<file path="src/rtl/fb_rxmac_p.sv">
// FreeDM bus receive MAC: preamble/SoC decode, per-type payload parsing and
// CRC-8 frame check; state and received pulses change only on CRC-good frames.
module fb_rxmac_p #(
  parameter int DATA_BYTES  = 2,
  parameter int MAX_SLAVES  = 16,
  parameter int HDR_NIBBLES = 4,
  parameter int SUM_W       = 16,
  parameter int ADDR_W      = 8
) (
  input  logic                     MRxClk,
  input  logic                     Reset,
  input  logic                     MRxDV,
  input  logic [3:0]               MRxD,
  output logic [7:0]               RxData,
  output logic                     RxValid,
  output logic [ADDR_W-1:0]        RxAddr,
  output logic [7:0]               SlaveCount,
  output logic [SUM_W-1:0]         DelaySum,
  output logic [4*HDR_NIBBLES-1:0] RxHeader,
  output logic                     NumbFrameReceived,
  output logic                     DistFrameReceived,
  output logic                     DelayFrameReceived,
  output logic                     DelayDistFrameReceived,
  output logic                     DataFrameReceived,
  output logic                     CrcError,
  output logic                     FrameAbort,
  output logic                     StateIdle
);

  typedef enum logic [2:0] {IDLE, PREAMBLE, PAYLOAD, CRC, DROP} state_t;
  typedef enum logic [2:0] {F_NUMB, F_DIST, F_DELAY, F_DDIST, F_DATA} ftype_t;

  localparam logic [15:0] HDR16 = 16'(HDR_NIBBLES);
  localparam logic [7:0]  MAX8  = 8'(MAX_SLAVES);

  state_t                   state_q, state_d;
  ftype_t                   ftype_q, ftype_d, soc_type;
  logic [15:0]              cnt_q, cnt_d, plen_q, plen_d, soc_len, sc16;
  logic [7:0]               crc_q, crc_d, num_q, num_d, byte_val;
  logic [3:0]               low_q, low_d, crc_lo_q, crc_lo_d;
  logic                     crc_half_q, crc_half_d, soc_ok;
  logic [4*HDR_NIBBLES-1:0] hdr_q, hdr_d, rx_header_q, rx_header_d;
  logic [ADDR_W-1:0]        addr_q, addr_d, rx_addr_q, rx_addr_d;
  logic [SUM_W-1:0]         sum_q, sum_d, delay_sum_q, delay_sum_d;
  logic [7:0]               rx_data_q, rx_data_d, slave_count_q, slave_count_d;
  logic                     rx_valid_q, rx_valid_d, state_idle_q, state_idle_d;
  logic [6:0]               pulse_q, pulse_d;

  // MRxD[0] enters the shift register first
  function automatic logic [7:0] crc_nib(input logic [7:0] c, input logic [3:0] d);
    logic [7:0] r;
    r = c;
    for (int i = 0; i < 4; i++) r = {r[6:0], 1'b0} ^ ((r[7] ^ d[i]) ? 8'h07 : 8'h00);
    return r;
  endfunction

  always_comb begin
    sc16     = {8'd0, slave_count_q};
    soc_ok   = 1'b1;
    soc_type = F_NUMB;
    soc_len  = 16'd2;
    case (MRxD)
      4'h2: begin soc_type = F_DDIST; soc_len = HDR16; end
      4'h3: begin soc_type = F_DELAY; soc_len = HDR16 + (sc16 << 1); end
      4'h4: begin soc_type = F_DIST;  soc_len = HDR16; end
      4'h6: begin soc_type = F_NUMB;  soc_len = 16'd2; end
      4'h7: begin soc_type = F_DATA;  soc_len = HDR16 + 16'(2 * DATA_BYTES) * sc16; end
      default: soc_ok = 1'b0;
    endcase
  end

  always_comb begin
    state_d       = state_q;
    ftype_d       = ftype_q;
    cnt_d         = cnt_q;
    plen_d        = plen_q;
    crc_d         = crc_q;
    num_d         = num_q;
    low_d         = low_q;
    crc_lo_d      = crc_lo_q;
    crc_half_d    = crc_half_q;
    hdr_d         = hdr_q;
    addr_d        = addr_q;
    sum_d         = sum_q;
    rx_header_d   = rx_header_q;
    delay_sum_d   = delay_sum_q;
    slave_count_d = slave_count_q;
    rx_data_d     = 8'd0;
    rx_valid_d    = 1'b0;
    rx_addr_d     = '0;
    pulse_d       = 7'd0;
    byte_val      = {MRxD, low_q};
    case (state_q)
      IDLE: if (MRxDV) state_d = (MRxD == 4'h5) ? PREAMBLE : DROP;
      PREAMBLE: begin
        if (!MRxDV) state_d = IDLE;
        else if (MRxD == 4'h5) state_d = PREAMBLE;
        else if (soc_ok) begin
          state_d = PAYLOAD;
          cnt_d   = 16'd0;
          crc_d   = crc_nib(8'hFF, MRxD);
          ftype_d = soc_type;
          plen_d  = soc_len;
          addr_d  = '0;
          sum_d   = '0;
        end else state_d = DROP;
      end
      PAYLOAD: begin
        if (!MRxDV) begin
          state_d    = IDLE;
          pulse_d[6] = 1'b1;
        end else begin
          crc_d = crc_nib(crc_q, MRxD);
          cnt_d = cnt_q + 16'd1;
          if (!cnt_q[0]) low_d = MRxD;
          for (int i = 0; i < HDR_NIBBLES; i++)
            if (cnt_q == 16'(i)) hdr_d[4*i +: 4] = MRxD;
          if (cnt_q[0] && ftype_q == F_NUMB) num_d = byte_val;
          if (cnt_q[0] && cnt_q >= HDR16 && ftype_q == F_DATA) begin
            rx_valid_d = 1'b1;
            rx_data_d  = byte_val;
            rx_addr_d  = addr_q;
            addr_d     = addr_q + 1'b1;
          end
          if (cnt_q[0] && cnt_q >= HDR16 && ftype_q == F_DELAY)
            sum_d = sum_q + SUM_W'(byte_val);
          if (cnt_q == plen_q - 16'd1) begin
            state_d    = CRC;
            crc_half_d = 1'b0;
          end
        end
      end
      CRC: begin
        if (!MRxDV) begin
          state_d    = IDLE;
          pulse_d[6] = 1'b1;
        end else if (!crc_half_q) begin
          crc_lo_d   = MRxD;
          crc_half_d = 1'b1;
        end else begin
          state_d = DROP;
          // Transmitted CRC is the complement of the running register, low nibble first
          if ({MRxD, crc_lo_q} == ~crc_q) begin
            pulse_d[ftype_q] = 1'b1;
            if (ftype_q == F_NUMB) slave_count_d = (num_q > MAX8) ? MAX8 : num_q;
            else rx_header_d = hdr_q;
            if (ftype_q == F_DELAY) delay_sum_d = sum_q;
          end else pulse_d[5] = 1'b1;
        end
      end
      DROP: if (!MRxDV) state_d = IDLE;
      default: state_d = IDLE;
    endcase
    state_idle_d = (state_d == IDLE);
  end

  always_ff @(posedge MRxClk or posedge Reset) begin
    if (Reset) begin
      state_q       <= IDLE;
      ftype_q       <= F_NUMB;
      cnt_q         <= '0;
      plen_q        <= '0;
      crc_q         <= '0;
      num_q         <= '0;
      low_q         <= '0;
      crc_lo_q      <= '0;
      crc_half_q    <= 1'b0;
      hdr_q         <= '0;
      addr_q        <= '0;
      sum_q         <= '0;
      rx_header_q   <= '0;
      delay_sum_q   <= '0;
      slave_count_q <= '0;
      rx_data_q     <= '0;
      rx_valid_q    <= 1'b0;
      rx_addr_q     <= '0;
      pulse_q       <= '0;
      state_idle_q  <= 1'b0;
    end else begin
      state_q       <= state_d;
      ftype_q       <= ftype_d;
      cnt_q         <= cnt_d;
      plen_q        <= plen_d;
      crc_q         <= crc_d;
      num_q         <= num_d;
      low_q         <= low_d;
      crc_lo_q      <= crc_lo_d;
      crc_half_q    <= crc_half_d;
      hdr_q         <= hdr_d;
      addr_q        <= addr_d;
      sum_q         <= sum_d;
      rx_header_q   <= rx_header_d;
      delay_sum_q   <= delay_sum_d;
      slave_count_q <= slave_count_d;
      rx_data_q     <= rx_data_d;
      rx_valid_q    <= rx_valid_d;
      rx_addr_q     <= rx_addr_d;
      pulse_q       <= pulse_d;
      state_idle_q  <= state_idle_d;
    end
  end

  assign RxData                 = rx_data_q;
  assign RxValid                = rx_valid_q;
  assign RxAddr                 = rx_addr_q;
  assign SlaveCount             = slave_count_q;
  assign DelaySum               = delay_sum_q;
  assign RxHeader               = rx_header_q;
  assign NumbFrameReceived      = pulse_q[0];
  assign DistFrameReceived      = pulse_q[1];
  assign DelayFrameReceived     = pulse_q[2];
  assign DelayDistFrameReceived = pulse_q[3];
  assign DataFrameReceived      = pulse_q[4];
  assign CrcError               = pulse_q[5];
  assign FrameAbort             = pulse_q[6];
  assign StateIdle              = state_idle_q;

endmodule

</file>
<file path="config.mk">
export PLATFORM = sky130hd
export DESIGN_NAME = fb_rxmac_p
export DESIGN_NICKNAME = d
export VERILOG_FILES = /design/src/rtl/fb_rxmac_p.sv
export SDC_FILE = /design/constraint.sdc
export NUM_CORES = 1
export LEC_CHECK = 0
export BUFFER_PORTS_ARGS = -buffer_cell sky130_fd_sc_hd__buf_4
export CAP_MARGIN = 15
export CORE_MARGIN = 3
export CORE_UTILIZATION = 60
export CTS_CLUSTER_DIAMETER = 120
export DETAILED_ROUTE_END_ITERATION = 10
export GPL_TIMING_DRIVEN = 0
export PLACE_DENSITY = 0.8
export SYNTH_ARGS = -nofsm -noshare
export SYNTH_HDL_FRONTEND = slang
export SYNTH_SLANG_ARGS = --single-unit
</file>
<file path="constraint.sdc">
create_clock -name MRxClk -period 5.5 [get_ports MRxClk]
set_clock_uncertainty 0.05 [all_clocks]
set_input_delay 0.55 -clock MRxClk [delete_from_list [all_inputs] [get_ports MRxClk]]
set_output_delay 0.55 -clock MRxClk [all_outputs]
set_load 0.02 [all_outputs]
</file>
==> key figures, run 1 <==
Outcome
  – Status: completed

Setup path
  – Slowest-stage cell, CP: clkbuf_1
  – Crit path top cell by count: clkbuf_1
  – Startpoint types: input port
  – CP required: 5.79 ns
  – CP Buf/Inv Count: 5
  – Worst reg2reg path depth: 8
  – Critical Path AT: around 3.2 ns
  – Critical path depth: 11
  – CP peak stage delay: 0.45 ns
  – Cells along the critical path: buf_4, clkinv_1, ha_1, clkbuf_1, o22ai_1, nor3_1, nor2_1, clkbuf_1, clkbuf_1, nand2_1, o21ai_0
  – Crit-path max FO: 10
  – Setup Crit Path Kind: in -> reg
  – Crit end category: register
  – Top delay family on crit path: buffers and inverters

Clock network
  – CTS tree: done
  – Worst skew pair latency: ~0.43 ns
  – CTS hold repair buffers: 0
  – Clock sink total: 162
  – Post-CTS Setup Inserts: 0
  – Htree depth: 4
  – Post-CTS Resized: 0
  – Clock transition at the registers of the reported paths: approximately 0.060 ns
  – Total CTS buffers: 17
  – Clock Path Buffers: 2
  – CTS root buf: clkbuf_16

Logic synthesis
  – Synth cell types: 54
  – Main combinational cell family by area after synthesis: simple AND/OR/NAND/NOR gates
  – Top-area cell type share of the netlist area: 0.518
  – Register area share after synthesis: 0.518
  – Syn Area/Cell: roughly 10 um^2
  – Adder-Cell Fraction of Synth Area: 0.0378
  – Post-synthesis mux area share: 0.0614
  – EDFF count, synth: 0
  – Synth top cells by count: dfrtp_1, nand2_1, o21ai_0, nor2_1, xnor2_1
  – Mapped Cells: 747
  – Top-count cell post-synth: dfrtp_1
  – Synth Net Count: 777
  – Fraction of registers with async set/reset: 1.00
  – Synth top area cells: dfrtp_1, xnor2_1, mux2_2, o21ai_0, nand2_1
  – Yosys top cell by area: dfrtp_1
  – Post-synthesis xor/xnor area fraction: 0.0862
  – Compound-Gate Fraction of Synth Area: 0.0968
  – Ys flop type: dfrtp_1
  – Cell Area, Synth: roughly 7800 um^2
  – Ys Warns: 0
  – Yosys reg bits: 162
  – Post-synthesis simple-gate area fraction: 0.171

Detailed routing
  – Wire per inst: 17.4 um
  – Vias/cell: 5.81
  – Final ANT Viol Nets: 0
  – Pre-antenna DRT Iters: 5
  – DR iter-0 viols: around 460
  – Residual DRC count: 0
  – Routed wire length: 17800 um
  – DR vias: roughly 5900

Finish
  – Ant diodes: 0
  – Share of post-route cells with drive strength above 1: 0.185
  – Fin nets: 868
  – Final instance area: 9170 um^2
  – Area grow syn2layout: 17.3%
  – Post-layout util: 0.724

Placed design
  – Area after DPL: 8600 um^2
  – Post-DP HPWL: roughly 13000 um
  – Pre-CTS WS: around 2.3 ns
  – IO Port Bufs: 71
  – Placer Congestion: 0.919

Power
  – Max IR drop VDD: ~0.00021 V
  – Power Density: roughly 270 nW/um^2
  – Leakage: ~4.3 nW

Die
  – Die H: 120 um
  – Rows: 41
  – Starting Density: 0.617
  – Die area: 14400 um^2
  – # IOs: 72
  – Core ar.: approximately 13000 um^2
  – Chip width: between 100 and 150 um

Global routing
  – First-pass GRT wire length: approximately 30000 um
  – Grt total ovfl: 0
  – Largest net degree at the start of global routing: 103
  – Number of global-route vias before repair: 5996
  – Initial antenna violation count: 0
  – Total Routing Usage GR: 0.262

STA
  – Final WS setup: 2.57 ns
  – RSZ-0062 raised after global routing: no
  – Slew headroom: 0.472
  – Achievable Freq: 0.341 GHz
  – Post-Route Setup TNS: 0 ns
  – Crit share post-route: 0.533
  – Slew Viols, Final: 0
  – Min Tclk post-route: 2.93 ns
  – Setup violations, final: 0
  – Final Hold Fails: 0
  – Worst Tran Pin Value: approximately 0.8 ns

Flow run
  – MaxCap Viol Count: 0

Worst hold path
  – Worst Hold Class: in -> async
==> layer usage <==
layer | global-route usage | routed length (um)
met1 | 0.336 | 7260
met2 | 0.443 | 9190
met3 | 0.0514 | 922
met4 | 0.104 | 417
met5 | 0 | 0
==> cells by family after synthesis <==
logic type	after synthesis
fa+ha+maj	23
flops	162
compound gates	126
xor+xnor	75
buf+inv	51
mux	40
simple gates	270
==> sequential cells by signal, indices dropped and copies added, names as in the netlist, 4 cells and up <==
signal and cells:
RxHeader 16, cnt_q 16, low_q 4, addr_q 8, SlaveCount 8, crc_lo_q 4
num_q 8, RxData 8, hdr_q 16, crc_q 8, plen_q 10, RxAddr 8
pulse_q 7, DelaySum 16, sum_q 16
==> worst reg2reg max path: cells and delay by family, from the launching register on <==
family	cells	cell delay [ns]
buffers and inverters	3	1.15
AND/OR/NAND/NOR	3	0.67
AO/OA/AOI/OAI	2	0.29
flip-flops	1	0.34
==> layout by cell type, fill, tap and decap left out, types with 12 or more instances in the layout <==
cell type	n
nand2_1	89
clkbuf_1	30
nor4_1	13
nor3_1	17
nor2_1	54
xnor2_1	52
clkbuf_16	17
xor2_1	22
buf_4	71
dfrtp_1	162
nand3_1	20
a211oi_1	12
o21ai_0	67
and2_1	21
inv_1	16
mux2_2	32
ha_1	22
==> report_power, final <==
group	internal [mW]	switching (mW)	leakage [nW]	total, mW
Combinational	0.0329	0.0620	1.81	0.0950
Clock	0.691	0.453	0.278	1.14
Sequential	1.20	0.00813	2.24	1.21
==> final timing paths <==
kind                             from          end  slack, ns
max in group asynchronous       Reset     cnt_q[7]       4.38
min reg2reg                  hdr_q[1]     hdr_q[1]       0.44
min                             Reset  RxHeader[2]       0.13
max reg2reg                state_q[0]     crc_q[5]       2.92
min in group MRxClk             MRxDV   pulse_q[6]       0.34
max                           MRxD[3]     crc_q[5]       2.57
==> per-stage QoR <==
step,std cells,hold slack [ns],power [mW]
floorplan,747,0.394,1.29
global placement,990,0.412,1.31
detailed placement,991,0.423,1.32
CTS,1022,0.146,2.46
global route,1022,0.167,2.52
finish,1022,0.133,2.44
==> area by class of cell <==
class | count | area, um^2
Inverter | 19 | 76.3
Clock buffer | 23 | 468
Timing Repair Buffer | 72 | 561
Multi-Input combinational cell | 534 | 3550
Clock inverter | 8 | 104
Buffer | 32 | 149
Tap cell | 172 | 215
Fill cell | 882 | 3500
Sequential cell | 162 | 4050
Power figures use the tool's default switching activity.
==> run 2: changes to the inputs <==
--- a/config.mk
+++ b/config.mk
@@ -5,6 +5,7 @@
 export SDC_FILE = /design/constraint.sdc
 export NUM_CORES = 1
 export LEC_CHECK = 0
+export ABC_AREA = 1
 export BUFFER_PORTS_ARGS = -buffer_cell sky130_fd_sc_hd__buf_4
 export CAP_MARGIN = 15
 export CORE_MARGIN = 3
==> constraint.sdc (replaced) <==
create_clock -name MRxClk -period 2.8 [get_ports MRxClk]
set_clock_uncertainty 0.05 [all_clocks]
set_input_delay 0.28 -clock MRxClk [delete_from_list [all_inputs] [get_ports MRxClk]]
set_output_delay 0.28 -clock MRxClk [all_outputs]
set_load 0.02 [all_outputs]
==> run 2 against run 1 <==
Effect of this change:
- critical path depth rose by 1
- setup slack got worse by 2.3 ns
- die area rose by 8.0%
- sequential cell count did not move
- count of clock-buffer cells in the layout fell by 6
- synthesized area rose by 8.4%
- synthesized cell count rose by 41%
- routed wire length rose by 20%
- sequential share of layout area fell by 3.5 points
- clock power rose by 130%
- core utilization rose by 1.4 points
- combinational power rose to 6.1 times the previous value
- critical path type unchanged
- critical endpoint is now cnt_q[12]
- largest cell class unchanged
==> key figures, run 2 <==
Outcome
  – Status: completed

Logic synthesis
  – EDFF count, synth: 0
  – Post-synthesis simple-gate area fraction: 0.272
  – Register area share after synthesis: 0.478
  – Post-synthesis xor/xnor area fraction: 0.0393
  – Top-count cell post-synth: nand2_1
  – Synth top cells by count: nand2_1, dfrtp_1, inv_1, nand3_1, o21ai_0
  – Yosys top cell by area: dfrtp_1
  – Compound-Gate Fraction of Synth Area: 0.106
  – Post-synthesis mux area share: 0
  – Ys flop type: dfrtp_1
  – Synth cell types: 50
  – Top-area cell type share of the netlist area: 0.478
  – Fraction of registers with async set/reset: 1.00
  – Ys Warns: 0
  – Syn Area/Cell: 8.03 um^2
  – Synth Net Count: 1086
  – Main combinational cell family by area after synthesis: simple AND/OR/NAND/NOR gates
  – Mapped Cells: 1056
  – Yosys reg bits: 162
  – Adder-Cell Fraction of Synth Area: 0.0348
  – Cell Area, Synth: about 8500 um^2
  – Synth top area cells: dfrtp_1, nand2_1, nand3_1, o21ai_0, inv_1

STA
  – Final Hold Fails: 0
  – RSZ-0062 raised after global routing: no
  – Post-Route Setup TNS: 0 ns
  – Worst hold margin: between 0.15 and 0.2 ns
  – Final WS setup: 0.304 ns
  – Min Tclk post-route: 2.50 ns
  – Slew Viols, Final: 0
  – Setup violations, final: 0
  – Crit share post-route: 0.891
  – Achievable Freq: 0.401 GHz
  – Worst Tran Pin Value: 0.718 ns
  – Slew headroom: 0.521

Finish
  – Most common cell after layout, fill and taps aside: nand2_1
  – Area grow syn2layout: 17.5%
  – Final instance area: around 10000 um^2
  – Most frequent cells in the layout: nand2_1, dfrtp_1, inv_1
  – Ant diodes: 0
  – Number of fill cells: 1042
  – Fin cells: 1339
  – Post-layout util: 0.738
  – Fin nets: between 1000 and 1500
  – Share of post-route cells with drive strength above 1: 0.140

Placed design
  – IO Port Bufs: 70
  – Pre-CTS WS: -0.155 ns
  – Placed cells: 1306
  – Area after DPL: 9310 um^2
  – Post-DP HPWL: about 15000 um
  – Placer Congestion: 0.922

Worst hold path
  – Worst Hold Class: in -> reg

Setup path
  – CP peak stage delay: 0.39 ns
  – Critical Path AT: 2.78 ns
  – CP required: 3.08 ns
  – R2r setup slk: 0.57 ns
  – Crit end category: register
  – Cells along the critical path: buf_4, buf_4, clkinv_1, ha_1, nand2_2, inv_2, nor3_4, nand2_2, a21oi_1, buf_2, nand2_1, o31ai_1
  – Crit-path max FO: 10
  – Startpoint types: input port
  – Slowest-stage cell, CP: ha_1
  – Setup Crit Path Kind: in -> reg

Clock network
  – CTS root buf: clkbuf_16
  – Clock sink total: 162
  – Clock Path Buffers: 2
  – Total CTS buffers: 17
  – CTS tree: done
  – Post-CTS Setup Inserts: 0
  – Htree depth: 4
  – Worst skew pair latency: 0.44 ns
  – Clock transition at the registers of the reported paths: 0.07 ns

Die
  – Starting Density: 0.628
  – Chip width: ~120 um
  – Rows: 42
  – Die area: 15600 um^2
  – Die H: 125 um
  – # IOs: 72
  – Core ar.: 13500 um^2

Detailed routing
  – Routed wire length: 21300 um
  – Pre-antenna DRT Iters: 5
  – Final ANT Viol Nets: 0
  – Residual DRC count: 0
  – DR vias: 7565
  – DR iter-0 viols: 628
  – Vias/cell: 5.65
  – Wire per inst: 15.9 um

Power
  – Max IR drop VDD: ~0.00037 V
  – Leakage: ~5.0 nW
  – Power Density: 571 nW/um^2
  – Total power: 5.69 mW

Global routing
  – Grt total ovfl: 0
  – Total Routing Usage GR: 0.279
  – Largest net degree at the start of global routing: 42
  – First-pass GRT wire length: 35400 um
  – Initial antenna violation count: 0
  – Number of global-route vias before repair: between 7000 and 8000

Flow run
  – MaxCap Viol Count: 0
==> run 2: cell count changes after synthesis, sizes merged, moves of 16 or more <==
cell    change
inv        +94
mux2       -40
nand2     +195
xnor2      -40
clkbuf     -16
nor2       +30
nand3      +73
and2       -23
o21ai      +52
==> run 2: path summary, 6_finish.rpt <==
kind / start / endpoint / cells after the start
max: MRxD[3] / cnt_q[12] / 12
max in group asynchronous: Reset / hdr_q[4] / 5
min: MRxD[0] / crc_q[5] / 3
max reg2reg: cnt_q[7] / RxAddr[2] / 8
min reg2reg: RxHeader[6] / RxHeader[6] / 2
min in group asynchronous: Reset / sum_q[1] / 3
==> run 2: logic make-up after synthesis <==
| group | after synthesis |
|---|---|
| simple gates | 524 |
| buf+inv | 145 |
| xor+xnor | 38 |
| compound gates | 164 |
| flops | 162 |
| fa+ha+maj | 23 |
==> run 2: timing repair <==
item | in CTS | in global routing
hold buffers | 1 | 0
hold endpoints to repair | 16 | 0
gates resized for setup | 0 | 0
==> run 2: where the power goes <==
group	switching [mW]	total, mW	internal (mW)
Clock	1.05	2.57	1.52
Sequential	0.104	2.54	2.43
Combinational	0.373	0.581	0.208
==> run 2: area by class of cell <==
| cell class | instances | area [um^2] | area share |
|---|---|---|---|
| sequential | 162 | 4050 | 0.407 |
| multi-input combinational | 749 | 3830 | 0.384 |
| timing repair buffer | 75 | 616 | 0.0618 |
| inverter | 115 | 440 | 0.0442 |
| clock buffer | 17 | 425 | 0.0427 |
| clock inverter | 15 | 221 | 0.0222 |
| tap | 176 | 220 | 0.0221 |
| buffer | 30 | 160 | 0.0161 |
==> run 2: worst max-delay path, delay by kind of cell <==
kind	cells	cell delay (ns)
buf+inv	5	1.02
simple gates	4	0.63
compound gates	2	0.46
fa+ha+maj	1	0.39
==> run 2: routing by layer <==
layer,vias up,track usage,part of all wire
met5,-,0,0
met3,36,0.0425,0.050
li1,3649,-,-
met2,228,0.476,0.51
met1,3652,0.364,0.42
met4,0,0.0976,0.022
==> run 3: changes to the inputs <==
--- a/config.mk
+++ b/config.mk
@@ -5,7 +5,6 @@
 export SDC_FILE = /design/constraint.sdc
 export NUM_CORES = 1
 export LEC_CHECK = 0
-export ABC_AREA = 1
 export BUFFER_PORTS_ARGS = -buffer_cell sky130_fd_sc_hd__buf_4
 export CAP_MARGIN = 15
 export CORE_MARGIN = 3
==> run 3 against run 2 <==
Effect of this change:
- sequential power is 7% lower
- die area is 7.4% lower
- power is 13% lower
- cell count is 23% lower
- count of clock-buffer cells in the layout is 2 higher
- core utilization is 0.52 points lower
- highest routed layer unchanged
==> key figures, run 3 (same netlist as run 1, synthesis figures left out) <==
Outcome
  – Status: completed

Detailed routing
  – Wire per inst: 17.3 um
  – Residual DRC count: 0
  – DR iter-0 viols: 443
  – Final ANT Viol Nets: 0
  – Vias/cell: approximately 5.8
  – DR vias: around 6000
  – Pre-antenna DRT Iters: 5
  – Routed wire length: ~18000 um

Die
  – Chip width: 120 um
  – Die area: between 10000 and 15000 um^2
  – Rows: 41
  – Core ar.: 12700 um^2
  – Die H: ~120 um
  – Starting Density: 0.617
  – # IOs: 72

Clock network
  – Worst skew pair latency: 0.44 ns
  – CTS root buf: clkbuf_16
  – Clock Path Buffers: 2
  – Total CTS buffers: 17
  – CTS tree: done
  – Htree depth: 4
  – Clock transition at the registers of the reported paths: 0.07 ns
  – Clock sink total: between 150 and 200

Global routing
  – Largest net degree at the start of global routing: 46
  – Grt total ovfl: 0
  – Number of global-route vias before repair: 6080
  – Total Routing Usage GR: 0.264
  – First-pass GRT wire length: approximately 30000 um
  – Initial antenna violation count: 0

Power
  – Clk pwr share: 0.485
  – Power Density: 536 nW/um^2
  – Sw power: 1.11 mW
  – Max IR drop VDD: 0.000369 V
  – Sw Share: 0.222
  – Leakage: roughly 4.4 nW
  – Logic pwr share: 0.039
  – Register share of total power: 0.476
  – Internal power: 3.87 mW

Setup path
  – Critical Path AT: 2.88 ns
  – CP required: 3.04 ns
  – Worst setup startpoint: low_q[0]
  – Worst R2R Start: low_q[0]
  – Setup Crit Path Kind: reg -> reg
  – Crit-path max FO: 5
  – Crit end category: register
  – Startpoint types: register

Placed design
  – Post-DP HPWL: between 10000 and 15000 um
  – IO Port Bufs: roughly 70
  – Placer Congestion: ~0.9
  – Pre-CTS WS: -0.233 ns
  – Area after DPL: between 8000 and 9000 um^2

Flow run
  – MaxCap Viol Count: 0

STA
  – Crit share post-route: 0.942
  – Final WS setup: 0.161 ns
  – Worst hold margin: ~0.065 ns
  – Worst Tran Pin Value: 0.733 ns
  – Setup violations, final: 0
  – Slew Viols, Final: 0
  – Min Tclk post-route: 2.64 ns
  – Achievable Freq: 0.379 GHz
  – RSZ-0062 raised after global routing: no
  – Slew headroom: 0.507
  – Final Hold Fails: 0

Finish
  – Final instance area: 9280 um^2
  – Fin nets: 872
  – Ant diodes: 0
  – Area grow syn2layout: 18.7%
  – Most frequent cells in the layout: dfrtp_1, nand2_1, buf_4
  – Post-layout util: 0.732
  – Share of post-route cells with drive strength above 1: 0.193
  – Number of fill cells: 889
  – Most common cell after layout, fill and taps aside: dfrtp_1

Worst hold path
  – Hold path startpoint: MRxDV
  – Worst Hold Class: in -> reg
==> run 3: layout make-up <==
class / count / area, um^2 / share of cell area
well taps: 172 / 215 / 0.0232
inverters: 19 / 75.1 / 0.00809
clock buffers: 19 / 443 / 0.0477
repair buffers: 76 / 623 / 0.0671
plain buffers: 32 / 150 / 0.0162
flip-flops and latches: 162 / 4050 / 0.437
clock inverters: 13 / 174 / 0.0187
multi-input cells: 534 / 3550 / 0.382
==> run 3: final timing paths <==
| kind | slack, ns | cells after the start | endpoint |
|---|---|---|---|
| max | 0.16 | 8 | sum_q[10] |
| min | 0.07 | 2 | pulse_q[6] |
| max reg2reg | 0.16 | 8 | sum_q[10] |
| min reg2reg | 0.43 | 2 | hdr_q[2] |
| max in group asynchronous | 1.46 | 5 | sum_q[9] |
| min in group asynchronous | 0.41 | 3 | RxHeader[1] |
==> run 3: what timing repair did <==
item	CTS	global route
hold buffers	1	0
buffers inserted	0	0
gates resized for setup	0	2
endpoints found under the setup margin	0	8
hold endpoints to repair	24	0
==> run 3: power by group through the flow <==
| stage | registers, mW | clock network, mW | logic (mW) |
|---|---|---|---|
| floorplan | 2.41 | 0 | 0.127 |
| global placement | 2.41 | 0 | 0.172 |
| detailed placement | 2.41 | 0 | 0.192 |
| CTS | 2.37 | 2.43 | 0.196 |
| global route | 2.37 | 2.54 | 0.217 |
| finish | 2.37 | 2.41 | 0.193 |
==> run 3: routing by layer <==
layer  vias to the layer above  routed length (um)  global-route usage
met2                       172                9230               0.448
met3                        32                 803              0.0543
li1                       2784                   -                   -
met5                         -                   0                   0
met1                      2918                7420               0.335
met4                         0                 346               0.102
==> run 3: metrics by stage <==
step           setup TNS [ns]  cells  total power [mW]
3_3_place_gp           -60.65    990              2.58
5_1_grt                     0   1027              5.13
2_1_floorplan               0    747              2.54
4_1_cts                     0   1027              5.00
3_5_place_dp            -2.51    994              2.60
6_report                    0   1027              4.97
==> run 3: worst max-delay path: stages (launching register included) <==
cell	delay [ns]
dfrtp_1	0.43
ha_1	0.26
fa_1	0.45
a211oi_1	0.30
o21ai_0	0.14
a21oi_1	0.46
a211oi_1	0.15
xnor2_1	0.20
nor2_1	0.06
